--- src/rtl/uart_pkg.sv ---
// Shared UART types and helpers for the TX engine and, later, the RX path.
package uart_pkg;

    typedef enum logic [2:0] {
        TX_IDLE,
        TX_START,
        TX_DATA,
        TX_PARITY,
        TX_STOP
    } uart_tx_state_t;

    typedef enum logic [1:0] {
        DB5,
        DB6,
        DB7,
        DB8
    } uart_data_bits_t;

    function automatic logic [3:0] uart_nbits(input uart_data_bits_t db);
        return 4'd5 + {2'b00, db};
    endfunction

    // Keeps only the low N bits of a FIFO word so parity ignores the unused upper bits.
    function automatic logic [7:0] uart_data_mask(input uart_data_bits_t db);
        return 8'hFF >> (2'd3 - db);
    endfunction

endpackage

--- src/rtl/uart_baud_cnt.sv ---
// Bit-period down-counter: load with clocks-per-bit minus 1, tick while the count sits at zero.
module uart_baud_cnt #(
    parameter int W = 16
) (
    input  logic         i_clk,
    input  logic         i_rst,
    input  logic         i_load,
    input  logic [W-1:0] i_load_val,
    output logic         o_tick
);

    logic [W-1:0] cnt_q, cnt_d;

    always_comb begin
        cnt_d = cnt_q;
        if (i_load) begin
            cnt_d = i_load_val;
        end else if (cnt_q != '0) begin
            cnt_d = cnt_q - 1'b1;
        end
    end

    always_ff @(posedge i_clk) begin
        if (i_rst) begin
            cnt_q <= '0;
        end else begin
            cnt_q <= cnt_d;
        end
    end

    assign o_tick = (cnt_q == '0);

endmodule

--- src/rtl/uart_tx_engine.sv ---
// UART transmit serializer fed by a first-word-fall-through FIFO.
// Words flagged with a stored parity error are popped and dropped instead of sent.
module uart_tx_engine
    import uart_pkg::*;
#(
    parameter int FIFO_DW    = 8,
    parameter int BAUD_DIV_W = 16
) (
    input  logic                  i_clk,
    input  logic                  i_rst,
    input  logic                  i_tx_en,
    input  logic [BAUD_DIV_W-1:0] i_baud_div,
    input  logic [1:0]            i_data_bits,
    input  logic                  i_parity_en,
    input  logic                  i_parity_odd,
    input  logic                  i_stop2,
    input  logic                  i_fifo_valid,
    input  logic [FIFO_DW-1:0]    i_fifo_data,
    input  logic                  i_fifo_perr,
    output logic                  o_fifo_rd_req,
    output logic                  o_tx,
    output logic                  o_busy,
    output logic                  o_done,
    output logic                  o_drop
);

    uart_tx_state_t        state_q, state_d;
    logic [7:0]            shift_q, shift_d;
    logic [2:0]            bit_cnt_q, bit_cnt_d;
    logic                  stop_cnt_q, stop_cnt_d;
    logic [2:0]            nm1_q, nm1_d;
    logic                  par_en_q, par_en_d;
    logic                  par_bit_q, par_bit_d;
    logic                  stop2_q, stop2_d;
    logic [BAUD_DIV_W-1:0] div_q, div_d;
    logic                  tx_q, tx_d;
    logic                  done_q, done_d;
    logic                  drop_q, drop_d;

    logic                  launch_ok;
    logic                  pop;
    logic                  baud_load;
    logic                  baud_tick;
    logic [BAUD_DIV_W-1:0] baud_val;
    uart_data_bits_t       db_in;
    logic [7:0]            word_in;

    assign db_in     = uart_data_bits_t'(i_data_bits);
    assign word_in   = i_fifo_data[7:0] & uart_data_mask(db_in);
    assign launch_ok = i_tx_en & i_fifo_valid & ~i_rst;
    // At launch the divider register is not yet updated, so load straight from the input.
    assign baud_val  = pop ? i_baud_div : div_q;

    uart_baud_cnt #(
        .W(BAUD_DIV_W)
    ) u_baud_cnt (
        .i_clk      (i_clk),
        .i_rst      (i_rst),
        .i_load     (baud_load),
        .i_load_val (baud_val),
        .o_tick     (baud_tick)
    );

    always_comb begin
        state_d    = state_q;
        shift_d    = shift_q;
        bit_cnt_d  = bit_cnt_q;
        stop_cnt_d = stop_cnt_q;
        nm1_d      = nm1_q;
        par_en_d   = par_en_q;
        par_bit_d  = par_bit_q;
        stop2_d    = stop2_q;
        div_d      = div_q;
        tx_d       = tx_q;
        done_d     = 1'b0;
        drop_d     = 1'b0;
        pop        = 1'b0;
        baud_load  = 1'b0;

        case (state_q)
            TX_IDLE: begin
                tx_d = 1'b1;
                if (launch_ok) begin
                    pop = 1'b1;
                end
            end
            TX_START: begin
                if (baud_tick) begin
                    state_d   = TX_DATA;
                    tx_d      = shift_q[0];
                    bit_cnt_d = nm1_q;
                    baud_load = 1'b1;
                end
            end
            TX_DATA: begin
                if (baud_tick) begin
                    baud_load = 1'b1;
                    if (bit_cnt_q == 3'd0) begin
                        if (par_en_q) begin
                            state_d = TX_PARITY;
                            tx_d    = par_bit_q;
                        end else begin
                            state_d    = TX_STOP;
                            tx_d       = 1'b1;
                            stop_cnt_d = stop2_q;
                        end
                    end else begin
                        shift_d   = {1'b0, shift_q[7:1]};
                        tx_d      = shift_q[1];
                        bit_cnt_d = bit_cnt_q - 3'd1;
                    end
                end
            end
            TX_PARITY: begin
                if (baud_tick) begin
                    state_d    = TX_STOP;
                    tx_d       = 1'b1;
                    stop_cnt_d = stop2_q;
                    baud_load  = 1'b1;
                end
            end
            TX_STOP: begin
                if (baud_tick) begin
                    if (stop_cnt_q) begin
                        stop_cnt_d = 1'b0;
                        baud_load  = 1'b1;
                    end else begin
                        done_d  = 1'b1;
                        state_d = TX_IDLE;
                        tx_d    = 1'b1;
                        if (launch_ok) begin
                            pop = 1'b1;
                        end
                    end
                end
            end
            default: begin
                state_d = TX_IDLE;
                tx_d    = 1'b1;
            end
        endcase

        // Launch overrides the defaults above: capture the word and the whole frame configuration.
        if (pop) begin
            shift_d   = word_in;
            nm1_d     = 3'(uart_nbits(db_in) - 4'd1);
            par_en_d  = i_parity_en;
            par_bit_d = (^word_in) ^ i_parity_odd;
            stop2_d   = i_stop2;
            div_d     = i_baud_div;
            if (i_fifo_perr) begin
                state_d = TX_IDLE;
                drop_d  = 1'b1;
                tx_d    = 1'b1;
            end else begin
                state_d   = TX_START;
                tx_d      = 1'b0;
                baud_load = 1'b1;
            end
        end
    end

    always_ff @(posedge i_clk) begin
        if (i_rst) begin
            state_q    <= TX_IDLE;
            shift_q    <= '0;
            bit_cnt_q  <= '0;
            stop_cnt_q <= 1'b0;
            nm1_q      <= '0;
            par_en_q   <= 1'b0;
            par_bit_q  <= 1'b0;
            stop2_q    <= 1'b0;
            div_q      <= '0;
            tx_q       <= 1'b1;
            done_q     <= 1'b0;
            drop_q     <= 1'b0;
        end else begin
            state_q    <= state_d;
            shift_q    <= shift_d;
            bit_cnt_q  <= bit_cnt_d;
            stop_cnt_q <= stop_cnt_d;
            nm1_q      <= nm1_d;
            par_en_q   <= par_en_d;
            par_bit_q  <= par_bit_d;
            stop2_q    <= stop2_d;
            div_q      <= div_d;
            tx_q       <= tx_d;
            done_q     <= done_d;
            drop_q     <= drop_d;
        end
    end

    assign o_fifo_rd_req = pop;
    assign o_tx          = tx_q;
    assign o_busy        = (state_q != TX_IDLE);
    assign o_done        = done_q;
    assign o_drop        = drop_q;

endmodule
--- config.mk ---
export PLATFORM = sky130hd
export DESIGN_NAME = uart_tx_engine
export DESIGN_NICKNAME = d
export VERILOG_FILES = /design/src/rtl/uart_pkg.sv /design/src/rtl/uart_baud_cnt.sv /design/src/rtl/uart_tx_engine.sv
export SDC_FILE = /design/constraint.sdc
export NUM_CORES = 1
export LEC_CHECK = 0
export BUFFER_PORTS_ARGS = -buffer_cell sky130_fd_sc_hd__buf_2
export CAP_MARGIN = 20
export CORE_MARGIN = 5
export CORE_UTILIZATION = 52
export CTS_CLUSTER_SIZE = 8
export DETAILED_ROUTE_END_ITERATION = 7
export GPL_ROUTABILITY_DRIVEN = 1
export PLACE_DENSITY = 0.86
export SLEW_MARGIN = 0
export SYNTH_ARGS = -nofsm -noshare
export SYNTH_HDL_FRONTEND = slang
export SYNTH_HIERARCHICAL = 1
export SYNTH_SLANG_ARGS = --single-unit
--- constraint.sdc ---
create_clock -name i_clk -period 3.1 [get_ports i_clk]
set_input_delay 0.62 -clock i_clk [delete_from_list [all_inputs] [get_ports i_clk]]
set_output_delay 0.62 -clock i_clk [all_outputs]
set_load 0.02 [all_outputs]
[After elaboration in Yosys (flattened, before gate mapping)]
Cells that the tools add are included.
W data, S select, Z words.
Cells by class
  $add $sub $neg: 5
  equal/unequal tests: 19
  shift-type cells: 1
  muxes and demuxes: 48
  bitwise operators: 8
  reduce and logical (&&, ||, !) cells: 19
Operators with widths (number)
  $mux W16: 3
  $mux W3: 11
  $mux W8: 4
  $mux W1: 24
  $ne A2 B2 Y1 const B: 9
  $ne A3 B3 Y1 const B: 6
  $logic_not A16 Y1: 1
  $reduce_bool A16 Y1: 1
  $sub A16 B1 Y16 const B: 1
  $pmux W3 S5: 1
  $and A8 B8 Y8: 1
  $reduce_bool A2 Y1: 4
  $reduce_xor A8 Y1: 1
  $shr A8 B2 Y8 const A: 1
  $reduce_and A7 Y1: 1
  $eq A3 B2 Y1 const B: 2
  $logic_not A3 Y1: 2
  $pmux W3 S2: 1
  $reduce_and A6 Y1: 1
  $reduce_bool A3 Y1: 2
  $reduce_or A3 Y1: 2
  $sub A3 B1 Y3 const B: 2
  $reduce_and A5 Y1: 1
  $not A1 Y1: 4
  12 further kinds: 14
Word-level totals
  flip-flop bits (word level): 56
  bits of input ports: 34

[Depth between registers and ports, before layout]
  word-level depth: 8
  gate-level depth with buffers: 15
  depth with buffers taken out: 13

[Hierarchy]
Netlist, hierarchy kept.
By module, submodules not included
  uart_tx_engine: instances 1, cells an instance 213, area each 2054.5 sq um, seq. area each 800.8 sq um
  uart_baud_cnt: instances 1, cells an instance 116, area each 964.7 sq um, seq. area each 320.3 sq um

[Worst setup path before layout]
Ideal clock, no wire load.
  kind: reg-to-reg
  start point: reg u_baud_cnt.cnt_q[0]
  end point: reg u_baud_cnt.cnt_q[13]
  arrival time: 3.320 ns
  required time: 3.022 ns
  slack: -0.298 ns
  cell stages (with the launch flop): 14
  period minus slack after synthesis: 3.398 ns
  cells stage by stage: dfxtp_1 -> inv_1 -> ha_1 -> or3b_2 -> or4_4 -> nor2_1 -> buf_2 -> nand2_1 -> o22ai_1 -> nor2b_1 -> clkbuf_1 -> a21oi_1 -> a31o_2 -> nor3_1
On the way
  longest elaborated chain between the ends: 6
  elaborated cells between the ends (all ways): 14
  classes of those cells: 1 x add/sub; 10 x mux; 3 x reduce/logical
RTL lines
  from (decl): RTL line uart_baud_cnt.sv:12  | logic [W-1:0] cnt_q, cnt_d;
  from (signal assigned): RTL line uart_baud_cnt.sv:27  | cnt_q <= cnt_d;
  $logic_not A16 Y1 *: RTL line uart_baud_cnt.sv:31  | assign o_tick = (cnt_q == '0);
  via baud_tick: RTL line uart_tx_engine.sv:43  | logic baud_tick;
  $mux W1 (on tied branches)
  $pmux W1 S2: RTL line uart_tx_engine.sv:80  | case (state_q)
  $mux W1: RTL line uart_tx_engine.sv:151  | if (i_fifo_perr) begin
  $mux W1 *: RTL line uart_tx_engine.sv:144  | if (pop) begin
  via baud_load: RTL line uart_tx_engine.sv:42  | logic baud_load;
  $mux W16 / $reduce_bool A2 Y1 (equally long branches)
Mark *: on every way through the listed nets, which the timed path passes. The rest lies on a longest branch. The select of a mux whose other input is x is not followed.
A chain may end at the register's enable or synchronous reset.

[Final worst setup path]
  start point: reg u_baud_cnt.cnt_q[0]
  end point: reg u_baud_cnt.cnt_q[15]
On the way
  elaborated cells between the ends (all ways): 14
  classes of those cells: 1 x add/sub; 10 x mux; 3 x reduce/logical
RTL lines
  $logic_not A16 Y1: RTL line uart_baud_cnt.sv:31
  via baud_tick: RTL line uart_tx_engine.sv:43
  $mux W1: RTL line uart_tx_engine.sv:123  | if (baud_tick) begin
  $pmux W1 S2: RTL line uart_tx_engine.sv:80
  $mux W16
  via baud_val[15]: RTL line uart_tx_engine.sv:44  | logic [BAUD_DIV_W-1:0] baud_val;
  $mux W16: RTL line uart_baud_cnt.sv:16  | if (i_load) begin
The timed path passes the listed nets, and every way through them passes these cells. The select of a mux whose other input is x is not followed.

==> metrics <==
Post-synth EDFFs=0; syn_area_per_cell=9.18 µm²; Post-Synthesis Cell Area=3020 µm²; Ant. Diodes=0; worst-path maximum fanout=5; drt first pass iters=4; hpwl dp=4720 µm; crit path to=u_baud_cnt/cnt_q[15]; CTS Root Cell=clkbuf_8; GP Congestion=0.837; area of the multi-input gates=1790 µm²; crit path from=u_baud_cnt/cnt_q[0]; CP Launch Type=register; worst hold-check path type=reg2reg; Final Hold Fails=0; most used flip-flop cell after synthesis=dfxtp_1; post-route cell area=3510 µm²; Yosys top cell by area=dfxtp_1; share of the synthesized area in the top cell type=37.1%; Avg WL per Cell=15.3 µm; Synth Area in Simple Gates=24.5%; Rel. slew slack=26.7%; routed wire length=6910 µm; xor-xnor portion of the synthesized cell area=4.93%; Final Max Tran Viols=0; height of the die=86.2 µm; via count=2601; Fillers=471; reg2reg start=u_baud_cnt/cnt_q[0]; Data required, critical path=3.32 ns; largest net degree at the start of global routing=51; global-route wire length before repair=11500 µm; Worst Setup End Kind=register; R2R depth=13; Post-CTS Hold Fix Bufs=0; CP arrival=3.27 ns; RR Endpoint=u_baud_cnt/cnt_q[15]; Synth Area in Compound Gates=17.0%; Syn Nets=366; fmax=328 MHz; DRT iter0 DRCs=243; overflow left after global routing=0; Via-to-Cell Ratio=5.77; Die Footprint=7430 µm²; Starting Density=54.2%; Worst-Margin Slew=1.09 ns; Layout Nets=415; most numerous cell in the Yosys netlist=dfxtp_1; Die Wd=86.2 µm; DRC Markers=0; PortBufs=38; Synth async-reset ratio=0%; Commonest cells post-synth=56 x dfxtp_1, 34 x nand2_1, 26 x a21oi_1; CTS buffer count=5; WS Path Type=reg2reg; Core Box Area=5570 µm²; Pwr Total=2500 µW; Cells after Synth=329; Synth area leaders=dfxtp_1 37%, mux2_4 7.0%, xnor2_1 4.4%, a21oi_1 4.3%, nand2_1 4.2%; vias in the first global route=2537; ratio of cells with drive above 1 in the final layout=29.8%; DP Area=3290 µm²; RSZ-0062 raised after global routing=yes; TritonCTS clock tree=yes; clock latency on the worst-skew pair=0.31 ns; Worst Skew=0.0100 ns; YS warnings=6; # setup viols final=0; Max Cap Violations=0; post-route ant nets=0; combinational family with the most area after synthesis=simple AND/OR/NAND/NOR gates; minimum clock period=3.05 ns; # IOs=39; Post-Synth Adder-Cell Area=1.24%; H-tree depth=2; WHS=0.461 ns; Pleak=0.00135 µW; clock sink count=56; Clock transition at path regs=0.10 ns; aggregate global-route resource usage=18.7%; worst-case vdd ir drop=348 µV; status=completed; Power per Cell Area=712 nW/µm²; Area Growth Syn to Fin=16.3%; Unique masters post-synth=67; register area share after synthesis=37.1%; reg-to-reg slack, setup=0.05 ns; proportion of synthesized area in mux cells=10.4%; antenna violations before repair=0; crit share post-route=98.4%; Yosys reg bits=56; register area=1130 µm²; CTS max path bufs=2; Rows=27
==> layout by cell type (no fill, tap or decap), types with 3 or more instances in the layout <==
cell type,synthesis,layout
nor3_1,8,8
buf_4,1,21
nand2_1,34,34
a21o_1,3,3
or3_1,3,3
nor2b_1,18,17
a211oi_1,3,3
nand2b_1,4,4
dfxtp_1,56,53
nand3b_1,4,4
a211o_1,3,3
nor2_1,20,19
nand3_1,4,4
o31ai_1,3,3
a21oi_1,26,26
mux2i_1,7,7
xnor2_1,15,15
clkbuf_8,0,6
nand4_1,4,4
buf_2,3,37
o22ai_1,3,3
inv_1,7,5
mux2_4,14,14
a22oi_1,3,3
o21ai_0,10,10
o21ai_1,6,6
==> registers in the layout, summed over array words and instances (netlist names) <==
signal and count:
o_done 1, o_tx 1, shift_q 8, div_q 16
bit_cnt_q 3, u_baud_cnt/cnt_q 16, o_drop 1, nm1_q 3
state_q 3, stop2_q 1, par_en_q 1, par_bit_q 1
stop_cnt_q 1
==> worst min-delay path by stage <==
stage                         to          from  slack (ns)  depth (start not counted)
finish                  nm1_q[0]      nm1_q[0]        0.46                          2
global route            nm1_q[0]      nm1_q[0]        0.50                          2
detailed placement    shift_q[0]    shift_q[0]        0.45                          2
floorplan               nm1_q[0]      nm1_q[0]        0.43                          2
CTS                     nm1_q[0]      nm1_q[0]        0.47                          2
global placement    bit_cnt_q[1]  bit_cnt_q[1]        0.44                          2
==> layer usage <==
layer	vias up	GRT usage (%)	wire, µm
li1	1268	-	-
met1	1231	25.2	3100
met2	87	30.8	3300
met3	15	2.76	376
met4	0	6.09	129
met5	-	0	0
==> through the flow <==
step	setup slack (ns)	instances	TNS [ns]	utilization, %
after floorplan	0.00910	329	0	-
after global placement	0.172	433	0	59.0
after detailed placement	0.0537	433	0	59.0
after CTS	0.0513	445	0	61.4
after global routing	-0.0459	451	-0.0714	63.0
final	0.0485	451	0	63.0
==> worst max-delay path: stages (launching register included) <==
cell	delay, ns
dfxtp_2	0.36
inv_2	0.08
ha_4	0.13
or3b_4	0.38
or4_4	0.52
nor2_4	0.17
nand2b_4	0.08
nand2_4	0.07
nand3b_4	0.11
inv_8	0.08
buf_6	0.12
mux2_4	0.32
a221o_1	0.35
and3_1	0.18
==> logic make-up (layout without fill, tap and decap cells) <==
group / Yosys count / count (layout)
multiplexers: 24 / 24
buffers and inverters: 26 / 76
AO/OA/AOI/OAI: 78 / 78
adder cells (fa/ha/maj): 3 / 3
flip-flops: 56 / 56
XOR/XNOR: 17 / 17
AND/OR/NAND/NOR: 125 / 125
==> cell type report <==
cell class                      instances  area share [%]
Inverter                                8            1.14
Clock inverter                          2           0.392
Sequential cell                        56            32.1
Multi-Input combinational cell        247            51.1
Clock buffer                            6            2.35
Timing Repair Buffer                   60            10.4
Tap cell                               72            2.57
==> power by group <==
part           switching (µW)  internal (µW)
combinational             588            540
clock                     242            183
sequential                120            828
==> repair_timing <==
action	in CTS	in global routing
cloned	0	0
endpoints found under the setup margin	1	5
pin swaps	2	6
resized for setup	3	14
setup buffers	4	6
No activity file was read; power rests on OpenSTA's default activity.
